--- config.mk ---
export PLATFORM = sky130hd
export DESIGN_NAME = gcd_seq_ctrl_flat
export DESIGN_NICKNAME = d
export VERILOG_FILES = /design/src/rtl/gcd_seq_ctrl_if.sv /design/src/rtl/gcd_seq_ctrl.sv /design/src/flat_wrapper.sv
export SDC_FILE = /design/constraint.sdc
export NUM_CORES = 1
export LEC_CHECK = 0
export ABC_AREA = 1
export CAP_MARGIN = 10
export CORE_ASPECT_RATIO = 0.9
export CORE_MARGIN = 2
export CORE_UTILIZATION = 41
export DETAILED_ROUTE_END_ITERATION = 10
export HOLD_SLACK_MARGIN = 0.12
export PLACE_DENSITY = 0.63
export REMOVE_ABC_BUFFERS = 1
export SYNTH_ARGS = -nofsm -noshare
export SYNTH_HDL_FRONTEND = slang
export SYNTH_SLANG_ARGS = --single-unit
--- constraint.sdc ---
create_clock -name clk -period 2.3 [get_ports clk]
set_input_delay 0.23 -clock clk [delete_from_list [all_inputs] [get_ports clk]]
set_output_delay 0.23 -clock clk [all_outputs]
set_load 0.01 [all_outputs]
--- src/rtl/gcd_seq_ctrl_if.sv ---
// Operand/result handshake bundle for the sequential GCD controller.
// The master drives operands and consumes results; the slave is the controller.
interface gcd_seq_ctrl_if #(
  parameter int unsigned WIDTH = 4
);
  logic             in_valid;
  logic             in_ready;
  logic [WIDTH-1:0] a_in;
  logic [WIDTH-1:0] b_in;
  logic             abort;
  logic             out_valid;
  logic             out_ready;
  logic [WIDTH-1:0] gcd_out;
  logic [WIDTH-1:0] iter_out;
  logic             zero_err;

  modport master (
    output in_valid, a_in, b_in, abort, out_ready,
    input  in_ready, out_valid, gcd_out, iter_out, zero_err
  );

  modport slave (
    input  in_valid, a_in, b_in, abort, out_ready,
    output in_ready, out_valid, gcd_out, iter_out, zero_err
  );
endinterface

--- src/rtl/gcd_seq_ctrl.sv ---
// Subtract-and-swap GCD controller: one compare/subtract step per clock,
// operands in and result out over valid/ready handshakes, abortable at any time.
module gcd_seq_ctrl #(
  parameter int unsigned WIDTH = 4
) (
  input  logic           clk,
  input  logic           rst_n,
  gcd_seq_ctrl_if.slave  bus_io
);

  typedef enum logic [1:0] {StIdle, StRun, StDone} state_e;

  state_e           state_q;
  logic [WIDTH-1:0] a_q;
  logic [WIDTH-1:0] b_q;
  logic [WIDTH-1:0] iter_q;
  logic [WIDTH-1:0] gcd_q;
  logic [WIDTH-1:0] iter_out_q;
  logic             zero_err_q;
  logic             out_valid_q;
  logic             in_ready_q;

  always_ff @(posedge clk or negedge rst_n) begin
    if (!rst_n) begin
      state_q     <= StIdle;
      a_q         <= '0;
      b_q         <= '0;
      iter_q      <= '0;
      gcd_q       <= '0;
      iter_out_q  <= '0;
      zero_err_q  <= 1'b0;
      out_valid_q <= 1'b0;
      in_ready_q  <= 1'b1;
    end else if (bus_io.abort) begin
      // Result registers keep their last values; only the handshake state is dropped.
      state_q     <= StIdle;
      out_valid_q <= 1'b0;
      in_ready_q  <= 1'b1;
    end else begin
      unique case (state_q)
        StIdle: begin
          if (bus_io.in_valid) begin
            a_q        <= bus_io.a_in;
            b_q        <= bus_io.b_in;
            iter_q     <= '0;
            state_q    <= StRun;
            in_ready_q <= 1'b0;
          end
        end
        StRun: begin
          if (a_q == '0 || b_q == '0 || a_q == b_q) begin
            gcd_q       <= (a_q == '0) ? b_q : a_q;
            zero_err_q  <= (a_q == '0) && (b_q == '0);
            iter_out_q  <= iter_q;
            state_q     <= StDone;
            out_valid_q <= 1'b1;
          end else if (a_q > b_q) begin
            a_q    <= a_q - b_q;
            iter_q <= iter_q + 1'b1;
          end else begin
            b_q    <= b_q - a_q;
            iter_q <= iter_q + 1'b1;
          end
        end
        StDone: begin
          if (bus_io.out_ready) begin
            state_q     <= StIdle;
            out_valid_q <= 1'b0;
            in_ready_q  <= 1'b1;
          end
        end
        default: begin
          state_q     <= StIdle;
          out_valid_q <= 1'b0;
          in_ready_q  <= 1'b1;
        end
      endcase
    end
  end

  // Hold in_ready low while reset is asserted, without waiting for a clock.
  assign bus_io.in_ready  = in_ready_q & rst_n;
  assign bus_io.out_valid = out_valid_q;
  assign bus_io.gcd_out   = gcd_q;
  assign bus_io.iter_out  = iter_out_q;
  assign bus_io.zero_err  = zero_err_q;

endmodule

--- src/flat_wrapper.sv ---
// flat-port wrapper written by rule: the top's interface ports become plain ports
module gcd_seq_ctrl_flat 
#(
  parameter int unsigned WIDTH = 4
)
  (clk, rst_n, bus_io_in_valid, bus_io_a_in, bus_io_b_in, bus_io_abort, bus_io_out_ready, bus_io_in_ready, bus_io_out_valid, bus_io_gcd_out, bus_io_iter_out, bus_io_zero_err);
  gcd_seq_ctrl_if #(.WIDTH(WIDTH)) bus_io_i ();
  input  logic clk;
  input  logic rst_n;
  input wire logic [$bits(bus_io_i.in_valid)-1:0] bus_io_in_valid;
  input wire logic [$bits(bus_io_i.a_in)-1:0] bus_io_a_in;
  input wire logic [$bits(bus_io_i.b_in)-1:0] bus_io_b_in;
  input wire logic [$bits(bus_io_i.abort)-1:0] bus_io_abort;
  input wire logic [$bits(bus_io_i.out_ready)-1:0] bus_io_out_ready;
  output wire logic [$bits(bus_io_i.in_ready)-1:0] bus_io_in_ready;
  output wire logic [$bits(bus_io_i.out_valid)-1:0] bus_io_out_valid;
  output wire logic [$bits(bus_io_i.gcd_out)-1:0] bus_io_gcd_out;
  output wire logic [$bits(bus_io_i.iter_out)-1:0] bus_io_iter_out;
  output wire logic [$bits(bus_io_i.zero_err)-1:0] bus_io_zero_err;
  assign bus_io_i.in_valid = bus_io_in_valid;
  assign bus_io_i.a_in = bus_io_a_in;
  assign bus_io_i.b_in = bus_io_b_in;
  assign bus_io_i.abort = bus_io_abort;
  assign bus_io_i.out_ready = bus_io_out_ready;
  assign bus_io_in_ready = bus_io_i.in_ready;
  assign bus_io_out_valid = bus_io_i.out_valid;
  assign bus_io_gcd_out = bus_io_i.gcd_out;
  assign bus_io_iter_out = bus_io_i.iter_out;
  assign bus_io_zero_err = bus_io_i.zero_err;
  gcd_seq_ctrl #(.WIDTH(WIDTH)) u_core (.clk(clk), .rst_n(rst_n), .bus_io(bus_io_i));
endmodule
; Word-level counts from Yosys, hierarchy flattened
; Cells that the tools add are included.
[op_classes]
add_sub_neg = 3
n_lt_le_gt_ge = 1
n_eq_ne = 12
mux = 25
bitwise = 2
n_reduce_logical = 14
[ops]
columns = operator, n
row1 = two-way mux 4 bit, 9
row2 = one-hot mux 4 bit (2 select lines), 3
row3 = AND reduction 3 bit, 4
row4 = "!= test 2 bit, second input constant", 5
row5 = AND reduction 5 bit, 2
row6 = zero test 4 bit, 2
row7 = two-way mux 2 bit, 4
row8 = subtractor 4 bit, 2
row9 = two-way mux 1 bit, 6
row10 = "!= test 3 bit, second input constant", 2
row11 = one-hot mux 1 bit (3 select lines), 2
row12 = one-hot mux 2 bit (3 select lines), 1
row13 = "adder 4 x 1 -> 4 bit, second input constant", 1
row14 = equality test 4 bit, 1
row15 = greater-than comparator 4 bit, 1
row16 = AND reduction 4 bit, 1
row17 = "!= test 3 x 2 -> 1 bit, second input constant", 1
row18 = "equality test 2 x 1 -> 1 bit, second input constant", 1
row19 = "equality test 2 bit, second input constant", 1
row20 = zero test 2 bit, 1
row21 = logical OR 1 bit, 2
row22 = "!= test 2 x 1 -> 1 bit, second input constant", 1
row23 = nonzero test 2 bit, 1
row24 = bitwise AND 1 bit, 1
row25 = 2 further kinds, 2
[totals]
regBits = 25
inputBits = 13
output_inout_bits = 11
word_cells = 66

; Logic depth before layout (Yosys ltp)
[logic_depth]
word_depth = 6
depth_mapped = 12
depth_no_buf = 12

; Worst setup path after synthesis
; Ideal clock, no wire load.
[synth_path]
kind = register to register
start = register u_core.a_q[0]
end = register u_core.b_q[2]
setup_time_ns = 0.117
t_arrival_ns = 1.533
required_time_ns = 2.183
slack_ns = 0.651
stages_incl_launch_ff = 13
n_path_buf = 0
synth_period_minus_slack_ns = 1.649
path_cell_list = dfrtp_1 -> inv_1 -> ha_1 -> inv_1 -> fa_1 -> nand3_1 -> nand2_1 -> nand2_1 -> nor2_1 -> inv_1 -> nand2_2 -> nand2_1 -> nand2_1
[synth_via]
elab_chain_cells = 5
word_cells_on_any_way = 12
cone_classes = add/sub: 1 / order compare: 1 / eq/ne: 3 / mux: 3 / reduce/logical: 4
[synth_rtl]
columns = item, line
row1 = start: declaration, gcd_seq_ctrl.sv:14  ; logic [WIDTH-1:0] a_q;
row2 = start signal: assignment, gcd_seq_ctrl.sv:43  ; a_q <= bus_io.a_in;
row3 = start signal: assignment, gcd_seq_ctrl.sv:58  ; a_q <= a_q - b_q;
row4 = branches (longest 5 deep; another with subtractor 4 bit), --
row5 = end signal: assignment, gcd_seq_ctrl.sv:44  ; b_q <= bus_io.b_in;
row6 = end signal: assignment, gcd_seq_ctrl.sv:61  ; b_q <= b_q - a_q;
row7 = end: declaration, gcd_seq_ctrl.sv:15  ; logic [WIDTH-1:0] b_q;
; Parallel ways; which one is timed is not known. The select of a mux whose other input is x is not followed.
; A chain may end at the register's enable or synchronous reset.

; Final worst setup path
[layout_path]
start = register u_core.a_q[0]
end = register u_core.b_q[3]
; Same word-level chain as after synthesis.

==> flow_summary.toml <==
[detailed_routing]
wl_um = 3220
average_wire_length_per_cell_after_detail_routing_um = 11.8
remaining_routing_drc_violations = 0
drtAntennaViolNets = 0
drt-pass1-iter-count = 4
dr.first_iter.drc_count = 59
vias_per_cell = 4.78
vias = 1311

[floorplan]
fp-row-count = 21
num_io_pins = 24
die_w_um = 69.1
dieArea_mm2 = 0.00433
floorplan.initialDensity = 0.425
area_of_the_core_region_mm2 = 0.00368
floorplan.die.height_um = 62.6

[logic_synthesis]
synth_instances = 203
synth.distinct_cells = 29
postSynthRegisterBits = 25
synth.yosys.seq_area_share = 0.401
synth_area_mm2 = 0.00156
synth_top_area_share = 0.384
ys_warnings = 0
post_synth.cell_area_avg_um2 = 7.70
synthTopCellsByArea = "dfrtp_1 38%, nand2_1 17%, ha_1 6.4%"
netlist.top_cell.by_area = "dfrtp_1"

[layout]
fillCellCount = 380
antenna-diode-count = 0
flow.area_growth_from_synthesis_pct = 20.7
layout-drive-gt1-share = 0.0965
nNetsFinal = 252
final_core_util = 0.513

[timing]
setup_repair_after_global_routing_missed_its_margin = "no"
drv_slew = 0
maxSlewHeadroom = 0.715
clock.fmax_mhz = 518
report.final.hold_viol_count = 0
final_setup_violating_endpoints = 0
final_setup_tns_ns = 0
period_needed_ns = 1.93
worst_clock_skew_ns = 0.00332
layout_worst_path_cycle_share = 0.839
worstMarginPinSlew_ns = 0.426

[clocking]
tritoncts_clock_tree = "yes"
maximum_level_of_the_cts_h_tree = 1
clock-sinks = 25
clock_path_buffers = 2
cts_bufs_inserted = 3
insertion_delay_ns = 0.27
clockRootBuffer = "clkbuf_8"
cts_hold_buf = 0
clkTransAtPathRegs_ns = 0.08
post_cts.resized_instances = 0
postCtsSetupRepairBufs = 0

[setup_path]
critPathArrivalTime_ns = 2.14
peak_fanout_along_the_critical_path = 4
critical_path_required_ns = 2.51
r2r_path_start = "u_core.a_q[0]"
timing_worst_setup_path_type = "reg2reg"
critical_path.reg2reg.endpoint = "u_core.b_q[3]"
path_delay_family = "simple AND/OR/NAND/NOR gates"
critical_path_cell_count = 11
regToRegSetupSlack_ns = 0.37
critical-path-top-cell-by-count = "nand2_1"
ff2ff_path_depth = 11
critical_path_buf_inv_count = 2
cp-end-kind = "flip-flop"
worst_setup_path_start_kind = "flip-flop"
timing.critical_path.slowest_cell_delay_ns = 0.42
slowest_stage = "dfrtp_1"
path_cells = "inv_1 -> ha_1 -> inv_1 -> fa_1 -> nand3_1 -> nand2_1 -> nand2_1 -> nor2_1 -> nor2_2 -> nand2_1 -> nand2_1"

[worst_hold_path]
class_of_the_tightest_hold_or_removal_check = "in2async"

[global_route]
largest_net_degree_at_the_start_of_global_routing = 26
grt_pass1_vias = 1228
busiest_layer = "met1"
track_usage = 0.162
grt_first_pass_wirelength_um = 5670
grt_remaining_overflow = 0
antenna_violations_before_repair = 0
met1_track_demand_over_resource = 0.243
grt_use_met2 = 0.243
global_route.usage.met3 = 0.0355

[placement]
hpwl_um = 2520
place_congestion = 0.830
numPortBuffers = 23

[power_and_ir_drop]
vdd_drop_max_v = 0.000475
pwr_density_cell_mw_per_mm2 = 1320
total_leakage_power_nw = 0.961

[run]
timing.max_cap.violations = 0

[outcome]
outcome = "finished, final reports clean"
## synth_stat cells
cell,count
fa_1,2
clkinv_1,3
nand2_2,4
o31ai_1,1
nor2_2,1
inv_1,19
or2_2,2
nand3_1,17
a21oi_1,3
nor2_8,1
inv_2,4
nand4_4,1
buf_2,1
xnor2_1,1
dfrtp_1,24
nand2_1,71
xor2_1,2
dfstp_2,1
nand3_4,1
nand4_1,2
ha_1,8
buf_4,1
o211ai_1,1
o21bai_2,1
o21ai_0,8
nand2_4,2
o21ai_1,9
nor2_1,11
clkbuf_1,1
## stage by stage
stage / cells / hold WS (ns) / area (µm²) / worst slack [ns] / total power (W)
2_1_floorplan: 200 / -0.0656 / 1550 / 0.640 / 0.00178
3_3_place_gp: 270 / 0.466 / 1840 / 0.393 / 0.00224
3_5_place_dp: 270 / 0.469 / 1840 / 0.401 / 0.00224
4_1_cts: 274 / 0.364 / 1890 / 0.370 / 0.00251
5_1_grt: 274 / 0.388 / 1890 / 0.239 / 0.00274
6_report: 274 / 0.358 / 1890 / 0.370 / 0.00249
## worst max path at each step
stage,slack [ns],endpoint,from
6_report,0.37,u_core.b_q[3],u_core.a_q[0]
5_1_grt,0.24,u_core.b_q[3],u_core.a_q[0]
4_1_cts,0.37,u_core.b_q[3],u_core.a_q[0]
3_5_place_dp,0.40,u_core.b_q[3],u_core.a_q[0]
3_3_place_gp,0.39,u_core.b_q[2],u_core.a_q[0]
2_1_floorplan,0.64,u_core.b_q[2],u_core.a_q[0]
## cells by family after synthesis
group,synth area share
and+or+nand+nor,0.339
buffers and inverters,0.0728
DFF,0.401
AOI/OAI and AO/OA,0.0808
adders and majority gates,0.0896
xor gates and xnor gates,0.0168
## power breakdown
| part | internal [W] | switching, W | leakage [nW] |
|---|---|---|---|
| sequential | 0.000617 | 0.000149 | 0.326 |
| combinational | 0.000582 | 0.000888 | 0.612 |
| clock | 0.000124 | 0.000135 | 0.0228 |
| total | 0.00132 | 0.00117 | 0.961 |
## worst register-to-register path: cells and delay by family (launching register included)
kind | cells | cell delay, ns
flip-flops | 1 | 0.42
adder cells (fa/ha/maj) | 2 | 0.57
buffers and inverters | 2 | 0.15
AND/OR/NAND/NOR | 7 | 0.75
## layer usage
metal	up-vias	part of all wire	wire length, µm
met4	0	0.0078	25
met2	20	0.42	1340
met3	4	0.036	117
met5	-	0	0
li1	689	-	-
met1	598	0.54	1730
## placed cells by master, fill, tap and decap left out, types with 2 or more instances in the layout
master           count
dfrtp_1             24
nand2_4              2
xor2_1               2
o21ai_0              8
a21oi_1              3
nand2_2              4
ha_1                 8
clkbuf_8             3
inv_2                4
fa_1                 2
nand2_1             71
clkinv_1             3
clkdlybuf4s50_1     23
nor2_1              11
nand4_1              2
nand3_1             17
or2_2                2
o21ai_1              9
inv_1               19
## sequential cells by signal (all words and copies together) (netlist names)
signal                   count
u_core.a_q                   4
u_core.b_q                   4
u_core.bus_io.gcd_out        4
u_core.bus_io.iter_out       4
u_core.iter_q                4
u_core.state_q               2
u_core.bus_io.out_valid      1
u_core.bus_io.zero_err       1
u_core.in_ready_q            1
## area by class of cell
cell class	instances	area (µm²)	share of cell area
inverters	26	97.6	0.0517
well taps	46	57.6	0.0305
multi-input cells	149	823	0.436
flip-flops and latches	25	627	0.332
clock buffers	4	45.0	0.0239
repair buffers	24	238	0.126
No activity file was read; power rests on OpenSTA's default activity.
